**config.mk**
```make
export PLATFORM = sky130hd
export DESIGN_NAME = adsr_envelope
export DESIGN_NICKNAME = d
export VERILOG_FILES = /design/src/rtl/synth_pkg.sv /design/src/rtl/adsr_envelope.sv
export SDC_FILE = /design/constraint.sdc
export NUM_CORES = 1
export LEC_CHECK = 0
export ABC_CLOCK_PERIOD_IN_PS = 6200
export CAP_MARGIN = 20
export CORE_UTILIZATION = 50
export CTS_CLUSTER_DIAMETER = 40
export DETAILED_ROUTE_END_ITERATION = 7
export PLACE_DENSITY = 0.84
export SLEW_MARGIN = 5
export SYNTH_ARGS = -nofsm -noshare
export SYNTH_HDL_FRONTEND = slang
export SYNTH_SLANG_ARGS = --single-unit
```
**constraint.sdc**
```tcl
create_clock -name clk -period 6.2 [get_ports clk]
set_input_delay 1.24 -clock clk [delete_from_list [all_inputs] [get_ports clk]]
set_output_delay 1.24 -clock clk [all_outputs]
set_load 0.1 [all_outputs]
```
**src/rtl/synth_pkg.sv**
```systemverilog
// Shared synth-chain definitions: ADSR state encoding, envelope level range and
// the audio sample width used by square_amp, adsr_envelope and i2s_controller.
package synth_pkg;

    localparam int unsigned ADSR_LEVEL_W = 15;
    localparam logic [ADSR_LEVEL_W-1:0] ADSR_MAX_LEVEL = 15'd32767;
    localparam int unsigned SAMPLE_W = 16;

    typedef enum logic [2:0] {
        IDLE    = 3'd0,
        ATTACK  = 3'd1,
        DECAY   = 3'd2,
        SUSTAIN = 3'd3,
        RELEASE = 3'd4
    } adsr_state_t;

endpackage

```
**src/rtl/adsr_envelope.sv**
```systemverilog
// ADSR envelope stage: scales the 1-bit oscillator value into a signed sample
// whose magnitude follows an attack/decay/sustain/release envelope keyed by gate.
// Ports:
//   clk          system clock
//   reset        synchronous, active-low reset
//   sample_tick  one-clk pulse at sample rate, advances the envelope level
//   gate         note on (1) / off (0)
//   in           oscillator value, 1 = positive half, 0 = negative half
//   sample       signed 16-bit sample, one clk behind level/in
//   active       high whenever the envelope is not idle
module adsr_envelope
    import synth_pkg::*;
#(
    parameter logic [ADSR_LEVEL_W-1:0] ATTACK_STEP   = 15'd8192,
    parameter logic [ADSR_LEVEL_W-1:0] DECAY_STEP    = 15'd4096,
    parameter logic [ADSR_LEVEL_W-1:0] SUSTAIN_LEVEL = 15'd16384,
    parameter logic [ADSR_LEVEL_W-1:0] RELEASE_STEP  = 15'd2048
) (
    input  logic                       clk,
    input  logic                       reset,
    input  logic                       sample_tick,
    input  logic                       gate,
    input  logic                       in,
    output logic signed [SAMPLE_W-1:0] sample,
    output logic                       active
);

    adsr_state_t             state_q;
    adsr_state_t             state_d;
    logic [ADSR_LEVEL_W-1:0] level_q;
    logic [ADSR_LEVEL_W-1:0] level_d;
    logic                    gate_q;

    logic                    rise;
    logic                    fall;
    logic [SAMPLE_W-1:0]     attack_sum;
    logic [SAMPLE_W-1:0]     decay_diff;
    logic [SAMPLE_W-1:0]     release_diff;
    logic [ADSR_LEVEL_W-1:0] attack_level;
    logic [ADSR_LEVEL_W-1:0] decay_level;
    logic [ADSR_LEVEL_W-1:0] release_level;

    assign rise = gate & ~gate_q;
    assign fall = ~gate & gate_q;

    // Saturating level arithmetic, carried one bit wider than the level.
    assign attack_sum   = {1'b0, level_q} + {1'b0, ATTACK_STEP};
    assign decay_diff   = {1'b0, level_q} - {1'b0, DECAY_STEP};
    assign release_diff = {1'b0, level_q} - {1'b0, RELEASE_STEP};

    assign attack_level  = (attack_sum > {1'b0, ADSR_MAX_LEVEL}) ? ADSR_MAX_LEVEL
                                                                  : attack_sum[ADSR_LEVEL_W-1:0];
    // Borrow out of bit 15 means the subtraction underflowed.
    assign decay_level   = (decay_diff[SAMPLE_W-1] || (decay_diff[ADSR_LEVEL_W-1:0] < SUSTAIN_LEVEL))
                           ? SUSTAIN_LEVEL : decay_diff[ADSR_LEVEL_W-1:0];
    assign release_level = release_diff[SAMPLE_W-1] ? '0 : release_diff[ADSR_LEVEL_W-1:0];

    // Level update uses the current state; gate events then override the next state.
    always_comb begin
        level_d = level_q;
        state_d = state_q;

        if (sample_tick) begin
            case (state_q)
                ATTACK:  level_d = attack_level;
                DECAY:   level_d = decay_level;
                SUSTAIN: level_d = SUSTAIN_LEVEL;
                RELEASE: level_d = release_level;
                default: level_d = level_q;
            endcase
        end

        if (rise) begin
            state_d = ATTACK;
        end else if (fall && (state_q == ATTACK || state_q == DECAY || state_q == SUSTAIN)) begin
            state_d = RELEASE;
        end else if (!fall && sample_tick) begin
            case (state_q)
                ATTACK:  if (level_d == ADSR_MAX_LEVEL) state_d = DECAY;
                DECAY:   if (level_d == SUSTAIN_LEVEL)  state_d = SUSTAIN;
                RELEASE: if (level_d == '0)             state_d = IDLE;
                default: state_d = state_q;
            endcase
        end
    end

    // State, level and output registers; sample follows level/in one clk later.
    always_ff @(posedge clk) begin
        if (!reset) begin
            state_q <= IDLE;
            level_q <= '0;
            gate_q  <= 1'b0;
            sample  <= '0;
            active  <= 1'b0;
        end else begin
            state_q <= state_d;
            level_q <= level_d;
            gate_q  <= gate;
            sample  <= in ? SAMPLE_W'({1'b0, level_q}) : SAMPLE_W'(-{1'b0, level_q});
            active  <= (state_d != IDLE);
        end
    end

    // Zero steps would stall the envelope in ATTACK, DECAY or RELEASE forever.
    always_ff @(posedge clk) begin
        assert (ATTACK_STEP  != '0) else $error("ATTACK_STEP must be >= 1");
        assert (DECAY_STEP   != '0) else $error("DECAY_STEP must be >= 1");
        assert (RELEASE_STEP != '0) else $error("RELEASE_STEP must be >= 1");
    end

endmodule

```
; ---- Word level (Yosys, flattened, before mapping)
; Cells that the tools add are included.
[classes]
n_reduce_logical = 9
n_lt_le_gt_ge = 2
eq_ne = 6
n_bitwise = 5
addsub = 4
muxes = 13
[op_table]
columns = cell, count
row1 = two-way mux 15 bit, 5
row2 = case mux 15 bit (4 select lines), 1
row3 = "equality test 15 bit, second input constant", 2
row4 = two-way mux 3 bit, 6
row5 = "adder 15 x 14 -> 16 bit, second input constant", 1
row6 = "greater-than comparator 16 x 15 -> 1 bit, second input constant", 1
row7 = negation 15 -> 16 bit, 1
row8 = "subtractor 15 x 12 -> 16 bit, second input constant", 1
row9 = "subtractor 15 x 13 -> 16 bit, second input constant", 1
row10 = zero test 15 bit, 1
row11 = "< comparator 15 bit, second input constant", 1
row12 = case mux 3 bit (3 select lines), 1
row13 = "equality test 3 x 2 -> 1 bit, second input constant", 2
row14 = "equality test 3 x 1 -> 1 bit, second input constant", 1
row15 = "equality test 3 bit, second input constant", 1
row16 = logical OR 1 bit, 3
row17 = inverter 1 bit, 3
row18 = nonzero test 3 bit, 1
row19 = bitwise AND 1 bit, 2
row20 = logical AND 1 bit, 2
row21 = OR reduction 2 bit, 1
row22 = zero test 1 bit, 1
[totals]
word_cells = 45
output_inout_bits = 17
input_bits = 5
reg_bits = 36

; ---- Longest topological paths before layout
; Gate-level depths: netlist (run 1).
[logic_depth]
depth_word = 13
depth_mapped = 11

; ---- Worst setup path after synthesis (run 1)
; OpenSTA, ideal clock, no wires.
[synth_path]
kind = input-to-reg
start = in sample_tick
end = reg active
t_arrival_ps = 2871
required_ps = 6073
n_path_buf = 0
path_stages = 8
setup_slack_ps = 3203
path_cell_list = inv_2 -> nor3_4 -> nand2_1 -> o22ai_2 -> nand4_1 -> or4_1 -> o311a_1 -> or3_1
[synth_via]
elab_chain_len = 8
[synth_lines]
columns = element, line
row1 = from (decl), adsr_envelope.sv:21  ; input logic sample_tick,
row2 = two-way mux 15 bit, adsr_envelope.sv:63  ; if (sample_tick) begin
row3 = equality test 15 bit (tied with other cells), adsr_envelope.sv:80  ; DECAY: if (level_d == SUSTAIN_LEVEL) state_d = SUSTAIN;
row4 = "two-way mux 3 bit, on equally long branches", "adsr_envelope.sv:80, adsr_envelope.sv:79, adsr_envelope.sv:81"
row5 = case mux 3 bit (3 select lines), adsr_envelope.sv:78  ; case (state_q)
row6 = two-way mux 3 bit (*), adsr_envelope.sv:77  ; end else if (!fall && sample_tick) begin
row7 = two-way mux 3 bit (*), adsr_envelope.sv:75  ; end else if (fall && (state_q == ATTACK || state_q == DECAY || state_q == SUSTAIN)) begin
row8 = two-way mux 3 bit (*), adsr_envelope.sv:73  ; if (rise) begin
row9 = nonzero test 3 bit (*), adsr_envelope.sv:100  ; active <= (state_d != IDLE);
row10 = to (signal assigned), adsr_envelope.sv:100
row11 = to (decl), adsr_envelope.sv:25  ; output logic active
; Every way passes the cells marked *; elsewhere a longest branch is shown, timed or not.
; A chain may end at the register's enable or synchronous reset.

; ---- Worst setup path in the final report (run 1)
; Same ends and word-level chain as after synthesis.

==> out/qor.yml, run 1 <==
rows: 21
nets: 251
start_kind: "input pin"
vias: 1655
numPortBuffers: 21
grt_usage: 0.219
critPathArrivalTime_ns: 3.80
synthDistinctLibCells: 53
synth.avg_cell_area_sq_um: 8.44
die_x_um: 63.4
grt_pass1_wl_um: 6890
io-pin-count: 22
clkTransAtPathRegs_ns: 0.07
path_buf_inv: 2
numCtsBuffers: 5
crit_chain: "clkdlybuf4s50_1, inv_2, nor3_4, nand2_1, o22ai_2, nand4_1, or4_1, o311a_1, or3_1"
drt-wirelength-per-cell_um: 13.8
hold_violations: 0
synth.area.top_cells: "dfxtp_1 (38%), nor2_1 (6.6%), a21oi_1 (4.8%)"
drive_above_1_share: 0.0782
yosysTopAreaCell: "dfxtp_1"
drtPass1Iterations: 4
grt_start_max_net_pins: 27
reg2reg_slack_ns: 3.17
hold_path.class: "reg2reg"
critPathTopFamily: "simple AND/OR/NAND/NOR gates"
place.gp.congestion: 0.974
ys_ff_latch: 36
grt.busiest_layer: "met2"
slowest_stage: "clkdlybuf4s50_1"
synthArstFlopShare: 0
tightest_slew_ns: 0.967
clkLatencyLatePin_ns: 0.29
initial_utilization: 0.543
ys.flop_type: "dfxtp_1"
p_leak_nw: 0.752
cts_resized: 0
slowest_delay_ns: 0.64
p_per_area_nw_per_um2: 256
drt-vias-per-instance: 5.73
final.setup.tns_ns: 0
clock_sinks: 36
cts_tree: "done"
slew_headroom: 0.353
required_ns: 6.38
rsz0062_at_grt: "no"
fmax_ghz: 0.276
synth_area_sq_um: 1880
slew_viol_final: 0
met2_usage: 0.324
fin_crit_sh: 0.584
drc: 0
grtUsageMet1: 0.301
synth_top_cell_area_share: 0.383
chipHeight_um: 63.4
endpoint_kind: "flip-flop"
final_common_cell: "dfxtp_1"
cts-root-buf: "clkbuf_8"
coreArea_sq_um: 3470
syn-num-nets: 232
dp_hpwl_um: 2840
clockBufferDepth: 2
synth_warnings: 0
postSynthCellCount: 223
critPathMaxFanout: 7
status: "finished clean"
fp.dieArea_sq_um: 4020
irDropWorstVdd_mv: 0.149
cts_setup_buffers: 0
antenna_left: 0
antenna_found_initial: 0
finClkSkew_ns: 0.00625
drt-initial-drc-count: 142
critPathKind: "in2reg"
n_antenna_cell: 0
htreeDepth: 2
synth_edf_count: 0
setup-violations-final: 0
hold_buffers: 0
wl_um: 3990
grt_pass1_vias: 1470
final_cell_mix: "dfxtp_1 (36), nor2_1 (33), clkdlybuf4s50_1 (21)"
overflow: 0
ys_seq_area_frac: 0.383
area_growth_pct: 16.5
use_met3: 0.0688
timing.hold.ws_ns: 0.565
min_period_ns: 3.62
cap_viol_max_count: 0
-- power breakdown --
group / total [W] / internal, W / switching [W]
registers: 0.000250 / 0.000240 / 0.0000103
logic: 0.000109 / 0.0000358 / 0.0000733
clock network: 0.000202 / 0.000119 / 0.0000826
-- per-layer routing --
metal / routed length [um] / up-vias / part of all wire
li1: - / 839 / -
met4: 53 / 0 / 0.013
met5: 0 / - / 0
met3: 292 / 6 / 0.073
met1: 1930 / 746 / 0.48
met2: 1710 / 64 / 0.43
-- flip-flops by register name (all words and copies together), names as in the netlist --
signal,flops
sample,16
level_q,15
state_q,3
active,1
gate_q,1
-- path summary, 6_finish.rpt --
path / start / to / cells past startpoint
worst max register to register: level_q[13]$_SDFF_PN0_ / active$_SDFF_PN0_ / 10
worst min register to register: level_q[0]$_SDFF_PN0_ / sample[0]$_SDFF_PN0_ / 2
worst min-delay path: level_q[0]$_SDFF_PN0_ / sample[0]$_SDFF_PN0_ / 2
worst max-delay path: sample_tick / active$_SDFF_PN0_ / 9
-- cell families (layout without fill, tap and decap cells) --
group / count (synthesis) / count (layout) / share of synthesized area
xor gates and xnor gates: 8 / 8 / 0.0372
adders and majority gates: 4 / 4 / 0.0266
buffers and inverters: 18 / 38 / 0.0525
DFF: 36 / 36 / 0.383
AOI/OAI and AO/OA: 63 / 63 / 0.235
and+or+nand+nor: 93 / 93 / 0.261
muxes: 1 / 1 / 0.00532
-- synthesized netlist by cell type, types with 2 or more instances --
cell / n
nand3b_1: 2
ha_1: 4
a211o_1: 2
or3b_1: 2
clkbuf_1: 4
dfxtp_1: 36
nor2b_1: 2
a211oi_1: 2
nand2_1: 10
a21oi_1: 18
a31oi_1: 4
nor3_1: 10
buf_6: 4
and2_1: 3
nor2_1: 33
o21ai_0: 10
a2bb2oi_1: 3
inv_1: 7
nand4_1: 3
xnor2_1: 8
o21a_1: 10
or3_1: 6
nand2b_1: 8
and3_1: 3
-- final cells by class --
cell class | count | area, sq um
Clock inverter | 2 | 35.0
Sequential cell | 36 | 721
Inverter | 9 | 33.8
Clock buffer | 6 | 72.6
Fill cell | 306 | 1270
Tap cell | 46 | 57.6
Timing Repair Buffer | 21 | 210
Multi-Input combinational cell | 169 | 1060
-- worst min-delay path, cell delays in order, from the launching register on --
cell     delay (ns)
dfxtp_1        0.37
inv_1          0.11
nor2_1         0.05
-- per-stage QoR --
step / util / total power, W / setup WS, ns / instance area [sq um] / instances
after floorplan: - / 0.000342 / 3.20 / 1880 / 223
after global placement: 0.601 / 0.000362 / 2.41 / 2090 / 281
after detailed placement: 0.601 / 0.000363 / 2.32 / 2090 / 281
after CTS: 0.632 / 0.000563 / 2.61 / 2190 / 289
after global routing: 0.632 / 0.000583 / 2.47 / 2190 / 289
final: 0.632 / 0.000561 / 2.58 / 2190 / 289
Power figures use the tool's default switching activity.
==> inputs of run 2 (changes only) <==
- ABC_CLOCK_PERIOD_IN_PS: 6200 -> 3000
- PLACE_DENSITY: 0.84 -> 0.86
- clock period: 6.2 -> 3 ns (I/O delays scaled with it)
==> run 2 against run 1 <==
Net effect:
- flip-flop and latch count is the same
- highest routed layer unchanged
- global-route usage is essentially flat
- first-iteration DRC count shrank 20%
- critical path type is now reg2reg
- register-to-register slack lost 3.0 ns
- critical endpoint unchanged
- design area grew 0.46%
- via count grew 1.8%
- sequential share of layout area shrank 0.15 points
- wire length grew 3.4%
- sequential power grew 100%
- utilization grew 0.29 points
==> out/qor.yml, run 2 (synthesized netlist as in run 1, its figures left out) <==
final_cell_mix: "dfxtp_1 (36), nor2_1 (33), buf_4 (24)"
overflow: 0
p_per_area_nw_per_um2: 529
hold_violations: 0
place_area_sq_um: 2100
area_growth_pct: 17.0
rows: 21
drive_above_1_share: 0.172
htreeDepth: 2
largest_register_ffs: 16
die_x_um: 63.4
clkLatencyLatePin_ns: 0.29
cts-root-buf: "clkbuf_8"
nets: 258
io-pin-count: 22
finClkSkew_ns: 0.00508
hold_path.class: "reg2reg"
min_period_ns: 2.81
numPortBuffers: 21
critPathKind: "reg2reg"
place.gp.congestion: 0.942
hold_buffers: 0
chipHeight_um: 63.4
cts_setup_buffers: 0
critPathArrivalTime_ns: 2.99
drtPass1Iterations: 4
coreArea_sq_um: 3470
grt_pass1_vias: 1512
p_leak_nw: 0.820
drt-vias-per-instance: 5.69
critPathMaxFanout: 5
n_fill_cell: 309
postLayoutCoreUtil: 0.635
wl_um: 4120
slew_viol_final: 0
critPathTopFamily: "simple AND/OR/NAND/NOR gates"
setup-violations-final: 0
rsz0062_at_grt: "no"
clkTransAtPathRegs_ns: 0.07
irDropWorstVdd_mv: 0.322
numCtsBuffers: 5
grt_start_max_net_pins: 16
drc: 0
antenna_left: 0
antenna_found_initial: 0
fmax_ghz: 0.355
final_common_cell: "dfxtp_1"
slowest_stage: "or4_1"
path_buf_inv: 1
final_cells: 296
final.setup.tns_ns: 0
fin_crit_sh: 0.938
vias: 1684
drt-wirelength-per-cell_um: 13.9
clock_sinks: 36
slowest_delay_ns: 0.51
fin_area_sq_um: 2200
drt-initial-drc-count: 114
cap_viol_max_count: 0
fp.dieArea_sq_um: 4020
grt_usage: 0.219
required_ns: 3.18
slew_headroom: 0.650
start_kind: "flip-flop"
cts_resized: 0
endpoint_kind: "flip-flop"
status: "finished clean"
tightest_slew_ns: 0.522
crit_chain: "inv_1, ha_1, nand2b_1, o21a_1, o2111ai_4, a21oi_2, nand4_1, or4_1, o311a_1, or3_1"
clockBufferDepth: 2
initial_utilization: 0.543
dp_hpwl_um: 3100
largest_register: "sample"
biggestRegsByFlops: "sample (16), level_q (15), state_q (3)"
dpl.cell_count: 288
cts_tree: "done"
grt_pass1_wl_um: 6940
n_antenna_cell: 0
run 2: layer usage:
layer / vias up / routed length, um / global-route usage
met5: - / 0 / 0
li1: 842 / - / -
met2: 66 / 1790 / 0.313
met1: 767 / 1960 / 0.308
met4: 0 / 75 / 0.102
met3: 9 / 300 / 0.0489
run 2: metrics by stage:
stage                     setup WS (ns)  hold slack, ns  power (W)
after CTS                         0.181           0.561    0.00117
after global routing             0.0390           0.597    0.00122
after floorplan                   0.371           0.481   0.000707
after detailed placement       -0.00396           0.551   0.000759
after global placement           0.0895           0.540   0.000755
final                             0.186           0.572    0.00116
run 2: power breakdown:
group          internal [W]  total [W]  switching (W)
sequential         0.000495   0.000512      0.0000173
combinational     0.0000795   0.000237       0.000158
clock              0.000246   0.000415       0.000169
total              0.000821    0.00116       0.000344
run 2: final cells by class:
class                   count  area (sq um)  share of cell area
multi-input cells         169          1060               0.483
flip-flops and latches     36           721               0.327
repair buffers             28           220              0.0999
clock buffers               6          72.6              0.0329
well taps                  46          57.6              0.0261
clock inverters             2          35.0              0.0159
inverters                   9          33.8              0.0153
run 2: worst paths after layout:
check | startpoint | to | slack, ns | depth (start not counted)
max | level_q[12]$_SDFF_PN0_ | active$_SDFF_PN0_ | 0.19 | 10
min | level_q[9]$_SDFF_PN0_ | sample[9]$_SDFF_PN0_ | 0.57 | 2
max reg2reg | level_q[12]$_SDFF_PN0_ | active$_SDFF_PN0_ | 0.19 | 10
min reg2reg | level_q[9]$_SDFF_PN0_ | sample[9]$_SDFF_PN0_ | 0.57 | 2
run 2: worst reg2reg max path: cells and delay by family, from the launching register on:
family	cells	cell delay, ns
simple gates	4	1.06
compound gates	4	0.90
flops	1	0.35
fa+ha+maj	1	0.23
buf+inv	1	0.14
